--- config.mk ---
export PLATFORM = sky130hd
export DESIGN_NAME = npu_img_row_loader
export DESIGN_NICKNAME = d
export VERILOG_FILES = /design/src/rtl/npu_img_row_loader.sv
export SDC_FILE = /design/constraint.sdc
export NUM_CORES = 1
export LEC_CHECK = 0
export BUFFER_PORTS_ARGS = -buffer_cell sky130_fd_sc_hd__buf_2
export CAP_MARGIN = 15
export CORE_MARGIN = 2
export CORE_UTILIZATION = 50
export CTS_BUF_LIST = sky130_fd_sc_hd__clkbuf_2
export DETAILED_ROUTE_END_ITERATION = 10
export HOLD_SLACK_MARGIN = 0.1
export MAX_ROUTING_LAYER = met4
export PLACE_DENSITY = 0.75
export SLEW_MARGIN = 20
export SYNTH_ARGS = -nofsm -noshare
export SYNTH_HDL_FRONTEND = slang
export SYNTH_SLANG_ARGS = --single-unit
--- constraint.sdc ---
create_clock -name clk -period 12.6 [get_ports clk]
set_input_delay 2.52 -clock clk [delete_from_list [all_inputs] [get_ports clk]]
set_output_delay 2.52 -clock clk [all_outputs]
set_load 0.02 [all_outputs]
--- src/rtl/npu_img_row_loader.sv ---
// Row feeder for the NPU AHB slave: buffers byte-serial RGB pixels, writes each full row as AHB
// byte writes, then commits the row. Define NPU_IMG_ROW_LOADER_RESULT_POLL_EN to poll for the class.
module npu_img_row_loader #(
  parameter int          ROW_BYTES  = 84,
  parameter int          IMG_ROWS   = 28,
  parameter int          FIFO_DEPTH = 128,
  parameter logic [31:0] MEM_BASE   = 32'h4000_0000,
  parameter logic [31:0] CTRL_ADDR  = 32'h4000_1000,
  parameter logic [31:0] STAT_ADDR  = 32'h4000_1004
) (
  input  logic        clk,
  input  logic        rst,
  input  logic        pix_valid_i,
  input  logic [7:0]  pix_data_i,
  output logic        pix_ready_o,
  output logic [31:0] ahb_m_haddr_o,
  output logic        ahb_m_hwrite_o,
  output logic [2:0]  ahb_m_hsize_o,
  output logic [1:0]  ahb_m_htrans_o,
  output logic [31:0] ahb_m_hwdata_o,
  input  logic        ahb_m_hready_i,
  input  logic        ahb_m_hresp_i,
  input  logic [31:0] ahb_m_hrdata_i,
  output logic [5:0]  row_cnt_o,
  output logic        frame_done_p_o,
  output logic        err_o,
  input  logic        err_clr_i,
  output logic        class_valid_p_o,
  output logic [4:0]  class_o
);

  localparam int PTR_W = $clog2(FIFO_DEPTH);
  localparam int CNT_W = $clog2(FIFO_DEPTH + 1);

  localparam logic [1:0] HTRANS_IDLE   = 2'b00;
  localparam logic [1:0] HTRANS_NONSEQ = 2'b10;
  localparam logic [2:0] HSIZE_BYTE    = 3'b000;
  localparam logic [2:0] HSIZE_WORD    = 3'b010;

  typedef enum logic [2:0] {
    S_IDLE,
    S_WADDR,
    S_WDATA,
    S_CADDR,
    S_CDATA,
    S_ERR
`ifdef NPU_IMG_ROW_LOADER_RESULT_POLL_EN
    ,
    S_PADDR,
    S_PDATA
`endif
  } state_t;

  state_t state, state_n;

  logic [7:0]       fifo_mem [FIFO_DEPTH];
  logic [PTR_W-1:0] wr_ptr, rd_ptr;
  logic [CNT_W-1:0] fifo_cnt;

  logic [6:0]  col;
  logic [5:0]  row_cnt;
  logic [31:0] hwdata_q;
  logic        err_q;
  logic        frame_done_q;

  logic        in_data, err_hit, fifo_full, push, pop;
  logic        row_avail, last_col, last_row, commit;
  logic [31:0] byte_addr;

  // Any data phase can take an error response; the transfer is dropped and the row abandoned.
  always_comb begin
    in_data = 1'b0;
    case (state)
      S_WDATA, S_CDATA: in_data = 1'b1;
`ifdef NPU_IMG_ROW_LOADER_RESULT_POLL_EN
      S_PDATA:          in_data = 1'b1;
`endif
      default:          in_data = 1'b0;
    endcase
  end

  assign err_hit   = in_data & ahb_m_hresp_i;
  assign fifo_full = (fifo_cnt == CNT_W'(FIFO_DEPTH));
  assign push      = pix_valid_i & pix_ready_o;
  assign pop       = (state == S_WADDR) & ahb_m_hready_i;
  assign row_avail = (fifo_cnt >= CNT_W'(ROW_BYTES));
  assign last_col  = (col == 7'(ROW_BYTES - 1));
  assign last_row  = (row_cnt == 6'(IMG_ROWS - 1));
  assign commit    = (state == S_CDATA) & ahb_m_hready_i & ~ahb_m_hresp_i;
  assign byte_addr = MEM_BASE + 32'(row_cnt) * 32'(ROW_BYTES) + 32'(col);

  assign pix_ready_o    = ~fifo_full & (state != S_ERR);
  assign ahb_m_hwdata_o = hwdata_q;
  assign row_cnt_o      = row_cnt;
  assign frame_done_p_o = frame_done_q;
  assign err_o          = err_q;

  always_ff @(posedge clk or posedge rst) begin
    if (rst) state <= S_IDLE;
    else     state <= state_n;
  end

  always_comb begin
    // NOTE: every signal driven here gets a default first, so no path can infer a latch.
    state_n        = state;
    ahb_m_htrans_o = HTRANS_IDLE;
    ahb_m_hwrite_o = 1'b0;
    ahb_m_hsize_o  = HSIZE_BYTE;
    ahb_m_haddr_o  = '0;
    case (state)
      S_IDLE: begin
        if (row_avail) state_n = S_WADDR;
      end
      S_WADDR: begin
        ahb_m_htrans_o = HTRANS_NONSEQ;
        ahb_m_hwrite_o = 1'b1;
        ahb_m_hsize_o  = HSIZE_BYTE;
        ahb_m_haddr_o  = byte_addr;
        if (ahb_m_hready_i) state_n = S_WDATA;
      end
      S_WDATA: begin
        if (ahb_m_hready_i) state_n = last_col ? S_CADDR : S_WADDR;
      end
      S_CADDR: begin
        ahb_m_htrans_o = HTRANS_NONSEQ;
        ahb_m_hwrite_o = 1'b1;
        ahb_m_hsize_o  = HSIZE_WORD;
        ahb_m_haddr_o  = CTRL_ADDR;
        if (ahb_m_hready_i) state_n = S_CDATA;
      end
      S_CDATA: begin
        if (ahb_m_hready_i) begin
`ifdef NPU_IMG_ROW_LOADER_RESULT_POLL_EN
          state_n = last_row ? S_PADDR : S_IDLE;
`else
          state_n = S_IDLE;
`endif
        end
      end
`ifdef NPU_IMG_ROW_LOADER_RESULT_POLL_EN
      S_PADDR: begin
        ahb_m_htrans_o = HTRANS_NONSEQ;
        ahb_m_hwrite_o = 1'b0;
        ahb_m_hsize_o  = HSIZE_WORD;
        ahb_m_haddr_o  = STAT_ADDR;
        if (ahb_m_hready_i) state_n = S_PDATA;
      end
      S_PDATA: begin
        if (ahb_m_hready_i) state_n = ahb_m_hrdata_i[0] ? S_IDLE : S_PADDR;
      end
`endif
      S_ERR: begin
        if (err_clr_i) state_n = S_IDLE;
      end
      default: state_n = S_IDLE;
    endcase
    if (err_hit) state_n = S_ERR;
  end

  // NOTE: the pixel storage has no reset; only the pointers and count define what is valid.
  always_ff @(posedge clk) begin
    if (push) fifo_mem[wr_ptr] <= pix_data_i;
  end

  always_ff @(posedge clk or posedge rst) begin
    // NOTE: sequential state always uses non-blocking assignments so every register sees
    // pre-edge values regardless of statement order.
    if (rst) begin
      wr_ptr   <= '0;
      rd_ptr   <= '0;
      fifo_cnt <= '0;
    end else if (err_hit) begin
      wr_ptr   <= '0;
      rd_ptr   <= '0;
      fifo_cnt <= '0;
    end else begin
      if (push) wr_ptr <= wr_ptr + PTR_W'(1);
      if (pop)  rd_ptr <= rd_ptr + PTR_W'(1);
      case ({push, pop})
        2'b10:   fifo_cnt <= fifo_cnt + CNT_W'(1);
        2'b01:   fifo_cnt <= fifo_cnt - CNT_W'(1);
        default: fifo_cnt <= fifo_cnt;
      endcase
    end
  end

  // hwdata is loaded on address acceptance and then held for the whole data phase.
  always_ff @(posedge clk or posedge rst) begin
    if (rst) begin
      col          <= '0;
      row_cnt      <= '0;
      hwdata_q     <= '0;
      err_q        <= 1'b0;
      frame_done_q <= 1'b0;
    end else begin
      frame_done_q <= commit & last_row;
      if (pop)
        hwdata_q <= {4{fifo_mem[rd_ptr]}};
      else if ((state == S_CADDR) && ahb_m_hready_i)
        hwdata_q <= 32'h1;

      if (err_hit)
        col <= '0;
      else if ((state == S_IDLE) && row_avail)
        col <= '0;
      else if ((state == S_WDATA) && ahb_m_hready_i)
        col <= col + 7'd1;

      if (commit) row_cnt <= last_row ? 6'd0 : row_cnt + 6'd1;

      if (err_hit)        err_q <= 1'b1;
      else if (err_clr_i) err_q <= 1'b0;
    end
  end

`ifdef NPU_IMG_ROW_LOADER_RESULT_POLL_EN
  logic [4:0] class_q;
  logic       class_valid_q;
  logic       unused_hrdata;

  always_ff @(posedge clk or posedge rst) begin
    if (rst) begin
      class_q       <= '0;
      class_valid_q <= 1'b0;
    end else begin
      class_valid_q <= 1'b0;
      if ((state == S_PDATA) && ahb_m_hready_i && !ahb_m_hresp_i && ahb_m_hrdata_i[0]) begin
        class_q       <= ahb_m_hrdata_i[8:4];
        class_valid_q <= 1'b1;
      end
    end
  end

  assign class_o         = class_q;
  assign class_valid_p_o = class_valid_q;
  assign unused_hrdata   = ^{ahb_m_hrdata_i[31:9], ahb_m_hrdata_i[3:1]};
`else
  logic unused_hrdata;

  assign class_o         = '0;
  assign class_valid_p_o = 1'b0;
  assign unused_hrdata   = ^ahb_m_hrdata_i;
`endif

endmodule

==> flow_summary.json <==
{
  "grt_pass1_vias": 23800,
  "syn_avg_cell_area_um2": 18.7,
  "min_period_ns": 7.75,
  "clk_latency_ns": 1.54,
  "clockBufferDepth": 3,
  "portBuffers": 72,
  "synth.top_cells.by_count": "edfxtp_1 (1024), mux4_2 (209), nor2_1 (197), mux2i_1 (147), nand2_1 (68)",
  "root_buffer": "clkbuf_2",
  "cp.arrival_ns": 5.23,
  "cp_slowest_cell": "dfrtp_1",
  "post_drt_wl_per_cell_um": 25.3,
  "htreeDepth": 4,
  "rsz0062_at_grt": "false",
  "max_slew_margin_pct": 23.8,
  "die_w_um": 300,
  "r2r-end": "ahb_m_hwdata_o[0]",
  "dp_hpwl_um": 59500,
  "rows": 108,
  "combPwrFrac_pct": 27.2,
  "synth_edf_count": 1024,
  "rr_worst_depth": 9,
  "dieHeight_um": 300,
  "grt.overflow.total": 0,
  "cts_num_sinks": 1073,
  "first_pass_iters": 6,
  "cp.required_ns": 10.08,
  "path_clk_slew_ns": 0.10,
  "hold-path-cell-count": 1,
  "synth_cells": 2344,
  "drv_cap": 0,
  "post-cts-setup-buffers": 0,
  "vias": 23600,
  "peakVddDrop_v": 0.000171,
  "hold_viol": 0,
  "synth_area_leaders": "edfxtp_1 (70%), mux4_2 (11%), mux2i_1 (3.4%)",
  "setup_tns_ns": 0,
  "routed_via_density": 6.03,
  "min_delay_worst_endpoint": "err_o",
  "synthToLayoutAreaGrowth_pct": 7.76,
  "dr.first_iter.drc_count": 2806,
  "synth-warning-count": 0,
  "synth_flop_cell": "edfxtp_1",
  "final-setup-viol-count": 0,
  "synthMostInstantiatedCell": "edfxtp_1",
  "yosys.cell_types.count": 71,
  "p_sw_share_pct": 33.3,
  "drt-total-wl_um": 98800,
  "cp_max_fo": 9,
  "cpPeakStageDelay_ns": 0.54,
  "cts_tree": "yes",
  "cp-start-kind": "flip-flop",
  "p_int_mw": 5.74,
  "gp_congestion": 0.888,
  "synth-seq-cells": 1073,
  "endpoint_kind": "output port",
  "rrSetupSlack_ns": 7.88,
  "path_cells": "ha_1 > ha_1 > ha_1 > ha_1 > o21ai_0 > o21bai_1 > xor2_1 > and3b_1 > or3b_2 > or3_1 > a21oi_1 > buf_2",
  "cts.repair.resized": 0,
  "yosysTopAreaCell": "edfxtp_1",
  "yosysSeqAreaShare_pct": 73.0,
  "drc": 0,
  "power_density_nw_per_um2": 182,
  "final_net_count": 2629,
  "worst_slew_pin_slew_ns": 1.13,
  "track_usage_pct": 22.9,
  "pwr-share-seq_pct": 47.8,
  "async_flop_share_pct": 4.57,
  "synth_top_area_share_pct": 70.2,
  "drive_gt1_share_pct": 26.6,
  "skew_ns": 0.148,
  "num_io_pins": 131,
  "utilization_pct": 54.4,
  "postCtsHoldBufs": 0,
  "start_util_pct": 50.5,
  "stdcell_area_um2": 47200,
  "syn_area_um2": 43800,
  "worst_path_most_repeated_cell": "ha_1",
  "max_freq_ghz": 0.129,
  "switchingPower_mw": 2.86,
  "hp-start": "err_o",
  "p_clk_share_pct": 25.0,
  "antenna_left": 0,
  "hold_path.class": "reg -> reg",
  "reg2reg_from": "rd_ptr[1]",
  "grt_max_degree": 129,
  "core_area_um2": 86800,
  "grt_first_pass_wirelength_um": 148000,
  "outcome": "completed",
  "place_area_um2": 44900,
  "antenna_found_initial": 1,
  "finalCritPeriodShare_pct": 61.5,
  "cts_buffers": 239,
  "p_leak_nw": 15.6,
  "dieArea_um2": 89900,
  "crit_type": "reg -> out",
  "slew_viol_final": 0
}
[state kept, by name, indices dropped and copies added, names as in the netlist, 3 cells and up]
signal,count
state,3
wr_ptr,7
ahb_m_hwdata_o,9
fifo_cnt,8
col,7
fifo_mem,1024
row_cnt_o,6
rd_ptr,7
[cell families (layout without fill, tap and decap cells)]
group                      Yosys count  count (layout)  share of synthesized area, %
buffers and inverters              187             573                          2.69
AOI/OAI and AO/OA                  258             258                          4.15
DFF                               1073            1073                          73.0
xor gates and xnor gates            34              34                         0.712
and+or+nand+nor                    395             395                          4.11
adders and majority gates           37              37                          1.09
other                                1              27                       0.00857
muxes                              359             359                          14.2
[layer usage]
layer / part of all wire [%] / track usage, % / vias up
met5: 0 / - / -
met4: 3.6 / 9.49 / 0
met3: 9.5 / 5.51 / 238
met2: 49 / 35.4 / 1267
met1: 38 / 29.3 / 12000
li1: - / - / 10000
[power by group through the flow]
stage	Sequential, mW	Clock (mW)	Combinational (mW)
after CTS	4.11	2.19	2.34
after global placement	4.18	0	2.30
after detailed placement	4.19	0	2.33
after floorplan	4.12	0	1.76
final	4.11	2.15	2.34
after global routing	4.13	2.36	2.47
[cell usage in the layout, fill, tap and decap left out, types with 14 or more instances in the layout]
cell type	instances
edfxtp_1	1024
clkbuf_2	369
mux4_2	209
nor2_1	197
mux2i_1	147
nand2_1	67
buf_2	64
clkinv_1	59
o221ai_1	57
a21oi_1	55
dfrtp_1	45
buf_4	41
ha_1	35
o21ai_0	31
o22ai_1	26
conb_1	26
nor2b_1	21
nand3_1	21
nor3_1	21
xnor2_1	18
xor2_1	15
and2_1	14
[how the worst max path moves through the flow]
stage	from	to	slack (ns)
detailed placement	row_cnt_o[3]	ahb_m_haddr_o[11]	6.39
global route	row_cnt_o[3]	ahb_m_haddr_o[11]	4.49
floorplan	row_cnt_o[3]	ahb_m_haddr_o[11]	6.51
CTS	row_cnt_o[3]	ahb_m_haddr_o[11]	4.75
global placement	row_cnt_o[3]	ahb_m_haddr_o[11]	6.44
finish	row_cnt_o[3]	ahb_m_haddr_o[11]	4.85
[metrics by stage]
stage | power [mW] | worst slack, ns | cells | hold WS [ns]
after CTS | 8.64 | 4.75 | 3909 | 0.489
after detailed placement | 6.52 | 6.39 | 3459 | 0.464
after global placement | 6.48 | 6.44 | 3459 | 0.459
after floorplan | 5.89 | 6.51 | 2369 | 0.524
after global routing | 8.96 | 4.49 | 3911 | 0.517
final | 8.59 | 4.85 | 3911 | 0.484
[final cells by class]
| type | instances | area (um^2) |
|---|---|---|
| clock inverter | 81 | 390 |
| fill | 6620 | 39600 |
| timing repair buffer | 110 | 709 |
| clock buffer | 369 | 1850 |
| inverter | 13 | 48.8 |
| multi-input combinational | 1109 | 10700 |
| antenna | 1 | 2.50 |
| tap | 1155 | 1450 |
| sequential | 1073 | 32000 |
[critical path, delay by kind of cell, from the launching register on]
kind	cells	cell delay [ns]
fa+ha+maj	4	1.26
simple gates	3	1.07
flops	1	0.54
compound gates	3	0.53
xor+xnor	1	0.26
buf+inv	1	0.19
No activity file was read; power rests on OpenSTA's default activity.
